--- config.mk ---
export PLATFORM = sky130hd
export DESIGN_NAME = tlc5620_quad_dac_ctrl
export DESIGN_NICKNAME = d
export VERILOG_FILES = /design/src/rtl/tlc5620_quad_dac_ctrl.sv
export SDC_FILE = /design/constraint.sdc
export NUM_CORES = 1
export LEC_CHECK = 0
export CELL_PAD_IN_SITES_DETAIL_PLACEMENT = 0
export CELL_PAD_IN_SITES_GLOBAL_PLACEMENT = 1
export CORE_ASPECT_RATIO = 0.8
export CORE_MARGIN = 2
export CORE_UTILIZATION = 49
export CTS_BUF_LIST = sky130_fd_sc_hd__clkbuf_8 sky130_fd_sc_hd__clkbuf_16
export DETAILED_ROUTE_END_ITERATION = 16
export PLACE_DENSITY_LB_ADDON = 0.1
export SLEW_MARGIN = 5
export SYNTH_ARGS = -nofsm -noshare
export SYNTH_HDL_FRONTEND = slang
export SYNTH_SLANG_ARGS = --single-unit
--- constraint.sdc ---
create_clock -name sys_clk -period 2.95 [get_ports sys_clk]
set_clock_uncertainty 0.1 [all_clocks]
set_input_delay 0.59 -clock sys_clk [delete_from_list [all_inputs] [get_ports sys_clk]]
set_output_delay 0.59 -clock sys_clk [all_outputs]
set_load 0.005 [all_outputs]
--- src/rtl/tlc5620_quad_dac_ctrl.sv ---
// Serial driver for the TLC5620 quad 8-bit DAC: shadow registers, round-robin frame scheduler, LOAD/LDAC.
// Optional macro DA_RAMP_GEN_EN replaces the write port with a built-in sawtooth source.
module tlc5620_quad_dac_ctrl #(
    parameter int CLK_DIV   = 32,
    parameter int CH_NUM    = 4,
    parameter int LDAC_MODE = 1
) (
    input  logic       sys_clk,
    input  logic       sys_rst_n,
    input  logic       wr_valid,
    output logic       wr_ready,
    input  logic [1:0] wr_ch,
    input  logic       wr_rng,
    input  logic [7:0] wr_data,
    output logic       busy,
    output logic       frame_done,
    output logic       DA_IO_CLK,
    output logic       DA_OUT_DATA,
    output logic       DA_LOAD,
    output logic       DA_LDAC
);

    typedef enum logic [2:0] {S_IDLE, S_SHIFT, S_LOAD, S_LOAD_HOLD, S_LDAC} state_t;

    state_t      state, next_state;
    logic [15:0] tick_cnt;
    logic        tick;
    logic [4:0]  bit_cnt;
    logic [10:0] shift_reg;
    logic [8:0]  shadow [4];
    logic [3:0]  dirty;
    logic [1:0]  rr_ptr;
    logic [1:0]  pick_ch;
    logic        capture;
    logic        ldac_idle_n;
    logic        ldac_pulse_n;

    // Dirty bits above CH_NUM-1 are never set, so a mod-4 walk from rr_ptr matches a mod-CH_NUM walk.
    function automatic logic [1:0] pick_dirty(input logic [3:0] d, input logic [1:0] start);
        logic [1:0] sel;
        logic [1:0] idx;
        logic       found;
        sel   = start;
        found = 1'b0;
        for (int i = 0; i < 4; i++) begin
            idx = start + 2'(i);
            if (!found && d[idx]) begin
                sel   = idx;
                found = 1'b1;
            end
        end
        return sel;
    endfunction

    assign pick_ch = pick_dirty(dirty, rr_ptr);
    assign tick    = (state != S_IDLE) && (tick_cnt == 16'(CLK_DIV - 1));
    assign capture = (next_state == S_SHIFT) && (state != S_SHIFT);

    always_ff @(posedge sys_clk or negedge sys_rst_n) begin
        if (!sys_rst_n) state <= S_IDLE;
        else            state <= next_state;
    end

    always_comb begin
        next_state = state;
        case (state)
            S_IDLE:      if (|dirty) next_state = S_SHIFT;
            S_SHIFT:     if (tick && bit_cnt == 5'd21) next_state = S_LOAD;
            S_LOAD:      if (tick) next_state = S_LOAD_HOLD;
            S_LOAD_HOLD: if (tick) begin
                             if (|dirty)              next_state = S_SHIFT;
                             else if (LDAC_MODE != 0) next_state = S_LDAC;
                             else                     next_state = S_IDLE;
                         end
            S_LDAC:      if (tick) next_state = S_IDLE;
            default:     next_state = S_IDLE;
        endcase
    end

    always_comb begin
        busy         = (state != S_IDLE);
        DA_LOAD      = (state != S_LOAD);
        frame_done   = (state == S_LOAD_HOLD) && (tick_cnt == 16'd0);
        ldac_pulse_n = (state != S_LDAC);
    end

    // In mode 0 LDAC is parked low, but only once reset has been released.
    always_ff @(posedge sys_clk or negedge sys_rst_n) begin
        if (!sys_rst_n) ldac_idle_n <= 1'b1;
        else            ldac_idle_n <= 1'b0;
    end
    assign DA_LDAC = (LDAC_MODE != 0) ? ldac_pulse_n : ldac_idle_n;

    always_ff @(posedge sys_clk or negedge sys_rst_n) begin
        if (!sys_rst_n)                      tick_cnt <= 16'd0;
        else if (state == S_IDLE || tick)    tick_cnt <= 16'd0;
        else                                 tick_cnt <= tick_cnt + 16'd1;
    end

    always_ff @(posedge sys_clk or negedge sys_rst_n) begin
        if (!sys_rst_n) begin
            rr_ptr <= 2'd0;
        end else if (capture) begin
            if (pick_ch == 2'(CH_NUM - 1)) rr_ptr <= 2'd0;
            else                           rr_ptr <= pick_ch + 2'd1;
        end
    end

    // Frame shifter: even ticks present the next bit with a rising clock, odd ticks drop the clock.
    always_ff @(posedge sys_clk or negedge sys_rst_n) begin
        if (!sys_rst_n) begin
            shift_reg   <= 11'd0;
            bit_cnt     <= 5'd0;
            DA_IO_CLK   <= 1'b0;
            DA_OUT_DATA <= 1'b0;
        end else if (capture) begin
            shift_reg <= {pick_ch, shadow[pick_ch]};
            bit_cnt   <= 5'd0;
        end else if (state == S_SHIFT && tick) begin
            bit_cnt <= bit_cnt + 5'd1;
            if (!bit_cnt[0]) begin
                DA_OUT_DATA <= shift_reg[10];
                shift_reg   <= {shift_reg[9:0], 1'b0};
                DA_IO_CLK   <= 1'b1;
            end else begin
                DA_IO_CLK <= 1'b0;
            end
        end else if (state == S_LOAD && tick) begin
            DA_OUT_DATA <= 1'b0;
        end
    end

`ifdef DA_RAMP_GEN_EN
    logic [7:0] ramp;
    logic       ramp_load;

    assign wr_ready = 1'b0;

    always_ff @(posedge sys_clk or negedge sys_rst_n) begin
        if (!sys_rst_n) begin
            ramp      <= 8'd0;
            ramp_load <= 1'b1;
        end else begin
            ramp_load <= (state != S_IDLE) && (next_state == S_IDLE);
            if ((state != S_IDLE) && (next_state == S_IDLE)) ramp <= ramp + 8'd1;
        end
    end

    always_ff @(posedge sys_clk or negedge sys_rst_n) begin
        if (!sys_rst_n) begin
            for (int i = 0; i < 4; i++) shadow[i] <= 9'd0;
            dirty <= 4'd0;
        end else begin
            if (capture) dirty[pick_ch] <= 1'b0;
            if (ramp_load) begin
                for (int i = 0; i < 4; i++) begin
                    if (i < CH_NUM) begin
                        shadow[i] <= {1'b0, ramp + 8'(64 * i)};
                        dirty[i]  <= 1'b1;
                    end
                end
            end
        end
    end
`else
    logic wr_en;

    assign wr_ready = 1'b1;
    assign wr_en    = wr_valid && (int'(wr_ch) < CH_NUM);

    // A write landing on the capture cycle re-arms the channel: the frame carries the old value.
    always_ff @(posedge sys_clk or negedge sys_rst_n) begin
        if (!sys_rst_n) begin
            for (int i = 0; i < 4; i++) shadow[i] <= 9'd0;
            dirty <= 4'd0;
        end else begin
            if (capture) dirty[pick_ch] <= 1'b0;
            if (wr_en) begin
                shadow[wr_ch] <= {wr_rng, wr_data};
                dirty[wr_ch]  <= 1'b1;
            end
        end
    end
`endif

endmodule
==> metrics, run 1 <==
Max-Cap Viols 0; Routed WL 7380 um; Cell variety after synth 48; FMAX 385 MHz; max reg flops 36; post-detail-place hpwl 5040 um; Worst VDD drop 0.314 mV; worst path arrival time 1.91 ns; Ant. Diodes 0; Die Height 84.4 um; clock network fraction of total power 23.1%; CTS clk-pin slew, worst paths 0.08 ns; GP Congestion 0.759; die width 105 um; most frequent cells in the layout 79 x dfrtp_1, 47 x mux2_2, 23 x nand2_1, 21 x nor2_1, 17 x clkdlybuf4s50_1; Area Growth Syn to Fin 12.8%; layout cells sized above 1 30.3%; Initial Util 50.3%; Async SR Flop Fraction 100%; pwr/cell area 697 mW/mm^2; die area 0.00883 mm^2; Post-synth EDFFs 0; total power 3.12 mW; WP depth 3; I/O pin cnt 21; DRC Markers 0; GRT Overall Usage 18.7%; total grt overflow 0; Cell Chain, Critical Path nor3_1 -> inv_1 -> clkdlybuf4s50_1; row count 29; Synth Area in Adders 2.53%; vias in the first global route 2447; Mapped Cells 315; crit share post-route 88.0%; cell taking the most area after synthesis dfrtp_1; top cell type's share of synthesized area 49.9%; Synth Area in Compound Gates 4.55%; initial antenna violation count 0; TritonRoute pass-1 iters 4; clock root cell clkbuf_8; placed cells 437; RSZ-0062 raised after global routing false; element type at the critical path start flop; final slew viol count 0; P_int 2.15 mW; Total Neg Setup Slack 0 ns; Slowest cell on crit path dfrtp_1; r2r worst-path depth 7; #FFs+latches synth 79; Longest Clk Path Bufs 2; Skew-Pair Late Insertion Delay 0.35 ns; Post-DRT Antenna Nets 0; Comb pwr share 29.7%; clock net sink count 79; P_leak 1.97 nW; CP required 2.26 ns; largest family of logic cells by synthesized area multiplexers; Post-Syn Nets 337; Primary FF master, synth dfrtp_1; TritonCTS Buffers 9; CORE AREA 0.00787 mm^2; top post-synthesis cells by area dfrtp_1 50%, mux2_2 13%, mux4_2 5.1%; Post-Synth XOR/XNOR Area 3.09%; DR WL/cell 16.2 um; minimum clock period 2.60 ns; nets 364; Switching Share 30.9%; sequential area share after synthesis 49.9%; Ys Warns 0; Buf/Inv on CP 2; largest net degree at the start of global routing 45; CP Capture Type output pin; Slew HR 58.1%; post-synthesis simple-gate area fraction 14.6%; CTS Hold Buffers Added 0; critical path type flop to output pin; Via density 5.42; commonest non-fill, non-tap cell in the layout dfrtp_1; Avg Inst Size Synth 12.6 um^2; non-filler instance count after layout 455; mux cell area share after synthesis 22.5%; status finished clean; H-tree Lvls 3; delay-heaviest family, CP buffers and inverters; number of DRC markers in iteration 0 64; CTS tree yes; IO buf count 19; global-route wire length before repair 12600 um; Final Hold Vio Count 0; P_sw 965 uW; Synth Cell Area 0.00396 mm^2; critical path peak fanout 9; Max stage delay on crit path 0.49 ns; worst slew pin tran 0.626 ns; vias post-DR 2468; HP Class input port to async pin; Final setup viols 0; sequential share of power 47.2%
metrics by stage:
| step | hold slack, ns | worst slack [ns] | utilization, % | cell area, um^2 |
|---|---|---|---|---|
| after floorplan | 0.194 | 0.672 | - | 3960 |
| after global placement | 0.360 | 0.429 | 54.3 | 4270 |
| after detailed placement | 0.376 | 0.420 | 54.3 | 4270 |
| after CTS | 0.123 | 0.0188 | 56.5 | 4450 |
| after global routing | 0.153 | 0.197 | 56.8 | 4470 |
| final | 0.128 | 0.353 | 56.8 | 4470 |
routing by layer:
metal  part of all wire, %  wire length, um  track usage, %
met2                    42             3060            26.6
met3                   3.7              272            4.89
met5                     0                0               0
met1                    54             3960            28.1
met4                   1.2               85            5.53
worst reg2reg max path, delay by kind of cell, from the launching register on:
| kind | cells | cell delay, ns |
|---|---|---|
| DFF | 1 | 0.39 |
| adders and majority gates | 1 | 0.19 |
| muxes | 1 | 0.38 |
| and+or+nand+nor | 3 | 0.84 |
| AOI/OAI and AO/OA | 1 | 0.39 |
| buffers and inverters | 1 | 0.12 |
path summary, 6_finish.rpt:
kind	to	start	slack, ns
worst min-delay path	bit_cnt[0]	sys_rst_n	0.13
max in group asynchronous	tick_cnt[10]	sys_rst_n	1.94
worst min register to register	DA_IO_CLK	DA_IO_CLK	0.39
worst max-delay path	busy	state[2]	0.35
worst max register to register	shift_reg[3]	tick_cnt[0]	0.43
min in group sys_clk	DA_IO_CLK	DA_IO_CLK	0.39
cells by family after synthesis:
kind of cell | count (synthesis)
mux | 68
flops | 79
compound gates | 26
other cells | 1
simple gates | 97
fa+ha+maj | 8
xor+xnor | 14
buf+inv | 22
what timing repair did:
item / CTS / global route
setup endpoints to repair: 0 / 1
resized for setup: 0 / 2
setup buffers: 0 / 2
hold endpoints to repair: 0 / 0
cells in the mapped netlist, drive strengths merged (2+ instances only):
library cell / instances
a21bo: 3
a21oi: 4
and2: 3
and2b: 3
and4: 4
buf: 7
clkbuf: 7
dfrtp: 79
ha: 8
inv: 8
mux2: 55
mux2i: 4
mux4: 9
nand2: 23
nand3: 10
nand3b: 3
nand4: 6
nor2: 21
nor2b: 2
nor3: 7
nor4: 4
o21ai: 13
or3: 4
xnor2: 5
xor2: 9
power groups by stage:
stage / sequential [mW] / combinational [mW] / clock [mW]
detailed placement: 1.49 / 0.920 / 0
CTS: 1.47 / 0.922 / 0.753
global route: 1.51 / 1.03 / 0.797
global placement: 1.49 / 0.906 / 0
finish: 1.47 / 0.925 / 0.721
floorplan: 1.45 / 0.709 / 0
cell type report:
type                       instances  area, um^2
multi-input combinational        214        1880
timing repair buffer              30         273
inverter                           8        30.0
clock buffer                      10         138
tap                              108         135
sequential                        79        1980
fill                             692        3400
clock inverter                     6        37.5
Power figures use the tool's default switching activity.
==> run 2, diff against run 1 <==
==> constraint.sdc (replaced) <==
create_clock -name sys_clk -period 2.95 [get_ports sys_clk]
set_clock_uncertainty 0.1 [all_clocks]
set_input_delay 0.59 -clock sys_clk [delete_from_list [all_inputs] [get_ports sys_clk]]
set_output_delay 0.59 -clock sys_clk [all_outputs]
set_load 0.01 [all_outputs]
==> metrics, run 2 (synthesized netlist as in run 1, its figures left out) <==
Die Height 84.4 um; die area 0.00883 mm^2; CTS clk-pin slew, worst paths 0.08 ns; CORE AREA 0.00787 mm^2; Worst R2R Setup Slack 0.47 ns; Slew HR 34.4%; CTS tree yes; critical path type flop to output pin; total grt overflow 0; placed cells 434; Max stage delay on crit path 0.60 ns; Total Neg Setup Slack 0 ns; Skew-Pair Late Insertion Delay 0.34 ns; worst slew pin tran 0.984 ns; post-cts sizing count 1; Switching Share 29.3%; Final Hold Vio Count 0; sequential share of power 45.7%; Post-CTS Repair Setup Buffers 0; vias in the first global route 2365; commonest non-fill, non-tap cell in the layout dfrtp_1; P_sw 944 uW; GP Congestion 0.740; CP required 2.26 ns; Ant. Diodes 0; element type at the critical path start flop; HP Class input port to async pin; vias post-DR 2395; global-route wire length before repair 12300 um; Routed WL 7100 um; number of DRC markers in iteration 0 70; clock root cell clkbuf_8; FMAX 375 MHz; most frequent cells in the layout 79 x dfrtp_1, 47 x mux2_2, 23 x nand2_1, 21 x nor2_1, 17 x clkdlybuf4s50_1; r2r worst-path depth 6; IO buf count 19; status finished clean; DRC Markers 0; Area Growth Syn to Fin 12.6%; Comb pwr share 27.8%; non-filler instance count after layout 449; Worst VDD drop 0.357 mV; GRT Overall Usage 17.9%; final slew viol count 0; Max-Cap Viols 0; worst reg2reg startpoint tick_cnt[0]; clock net sink count 79; Buf/Inv on CP 2; clock network fraction of total power 26.5%; Initial Util 50.3%; P_int 2.28 mW; initial antenna violation count 0; crit path from tick_cnt[0]; # fillers 668; layout cells sized above 1 28.7%; Final setup viols 0; post-detail-place hpwl 4770 um; critical path peak fanout 4; Via density 5.33; Longest Clk Path Bufs 2; H-tree Lvls 3; pwr/cell area 723 mW/mm^2; largest net degree at the start of global routing 80; nets 359; max reg flops 36; I/O pin cnt 21; die width 105 um; WP depth 5; P_leak 1.94 nW; crit share post-route 90.5%; RSZ-0062 raised after global routing false; minimum clock period 2.67 ns; DR WL/cell 15.8 um; Cell Chain, Critical Path inv_1 -> ha_1 -> or4b_2 -> nor3_1 -> dlygate4sd2_1; Slowest cell on crit path or4b_2; Post-DRT Antenna Nets 0; TritonRoute pass-1 iters 4; CTS Hold Buffers Added 0; TritonCTS Buffers 9; row count 29; CP Capture Type output pin; worst path arrival time 1.98 ns; delay-heaviest family, CP simple AND/OR/NAND/NOR gates
run 2: worst paths after layout:
| path | endpoint |
|---|---|
| worst max-delay path | frame_done |
| worst min register to register | tick_cnt[0] |
| min in group sys_clk | tick_cnt[0] |
| worst max register to register | shift_reg[4] |
| max in group asynchronous | rr_ptr[1] |
| worst min-delay path | DA_IO_CLK |
run 2: layer usage:
layer	GRT usage, %	share of wire (%)
met5	0	0
met4	4.79	1.0
met3	4.89	2.9
met2	25.0	42
met1	27.4	54
run 2: metrics by stage:
stage               worst slack [ns]  hold WS (ns)  power, mW  util [%]  cell area [um^2]
floorplan                      0.672         0.194       2.16         -              3960
global placement               0.393         0.360       2.39      54.0              4250
detailed placement             0.357         0.378       2.41      54.0              4250
CTS                            0.254         0.341       3.28      56.7              4460
global route                   0.163         0.376       3.44      56.7              4460
finish                         0.281         0.289       3.23      56.7              4460
run 2: final cells by class:
type	count	area [um^2]	area share, %
inverters	8	30.0	0.673
well taps	108	135	3.03
multi-input cells	214	1880	42.1
flip-flops and latches	79	1980	44.3
clock buffers	9	124	2.78
clock inverters	6	87.6	1.96
repair buffers	25	231	5.19
run 2: power groups by stage:
stage | Combinational (mW) | Sequential, mW | Clock (mW)
CTS | 0.917 | 1.47 | 0.885
global route | 0.995 | 1.51 | 0.935
finish | 0.897 | 1.47 | 0.855
detailed placement | 0.913 | 1.49 | 0
floorplan | 0.710 | 1.45 | 0
global placement | 0.905 | 1.48 | 0
==> run 3, diff against run 2 <==
--- a/config.mk
+++ b/config.mk
@@ -13,7 +13,6 @@
 export CTS_BUF_LIST = sky130_fd_sc_hd__clkbuf_8 sky130_fd_sc_hd__clkbuf_16
 export DETAILED_ROUTE_END_ITERATION = 16
 export PLACE_DENSITY_LB_ADDON = 0.1
-export SLEW_MARGIN = 5
 export SYNTH_ARGS = -nofsm -noshare
 export SYNTH_HDL_FRONTEND = slang
 export SYNTH_SLANG_ARGS = --single-unit
==> results of run 3 <==
Same layout as run 2: the final DEF is identical, and so are final timing and power.
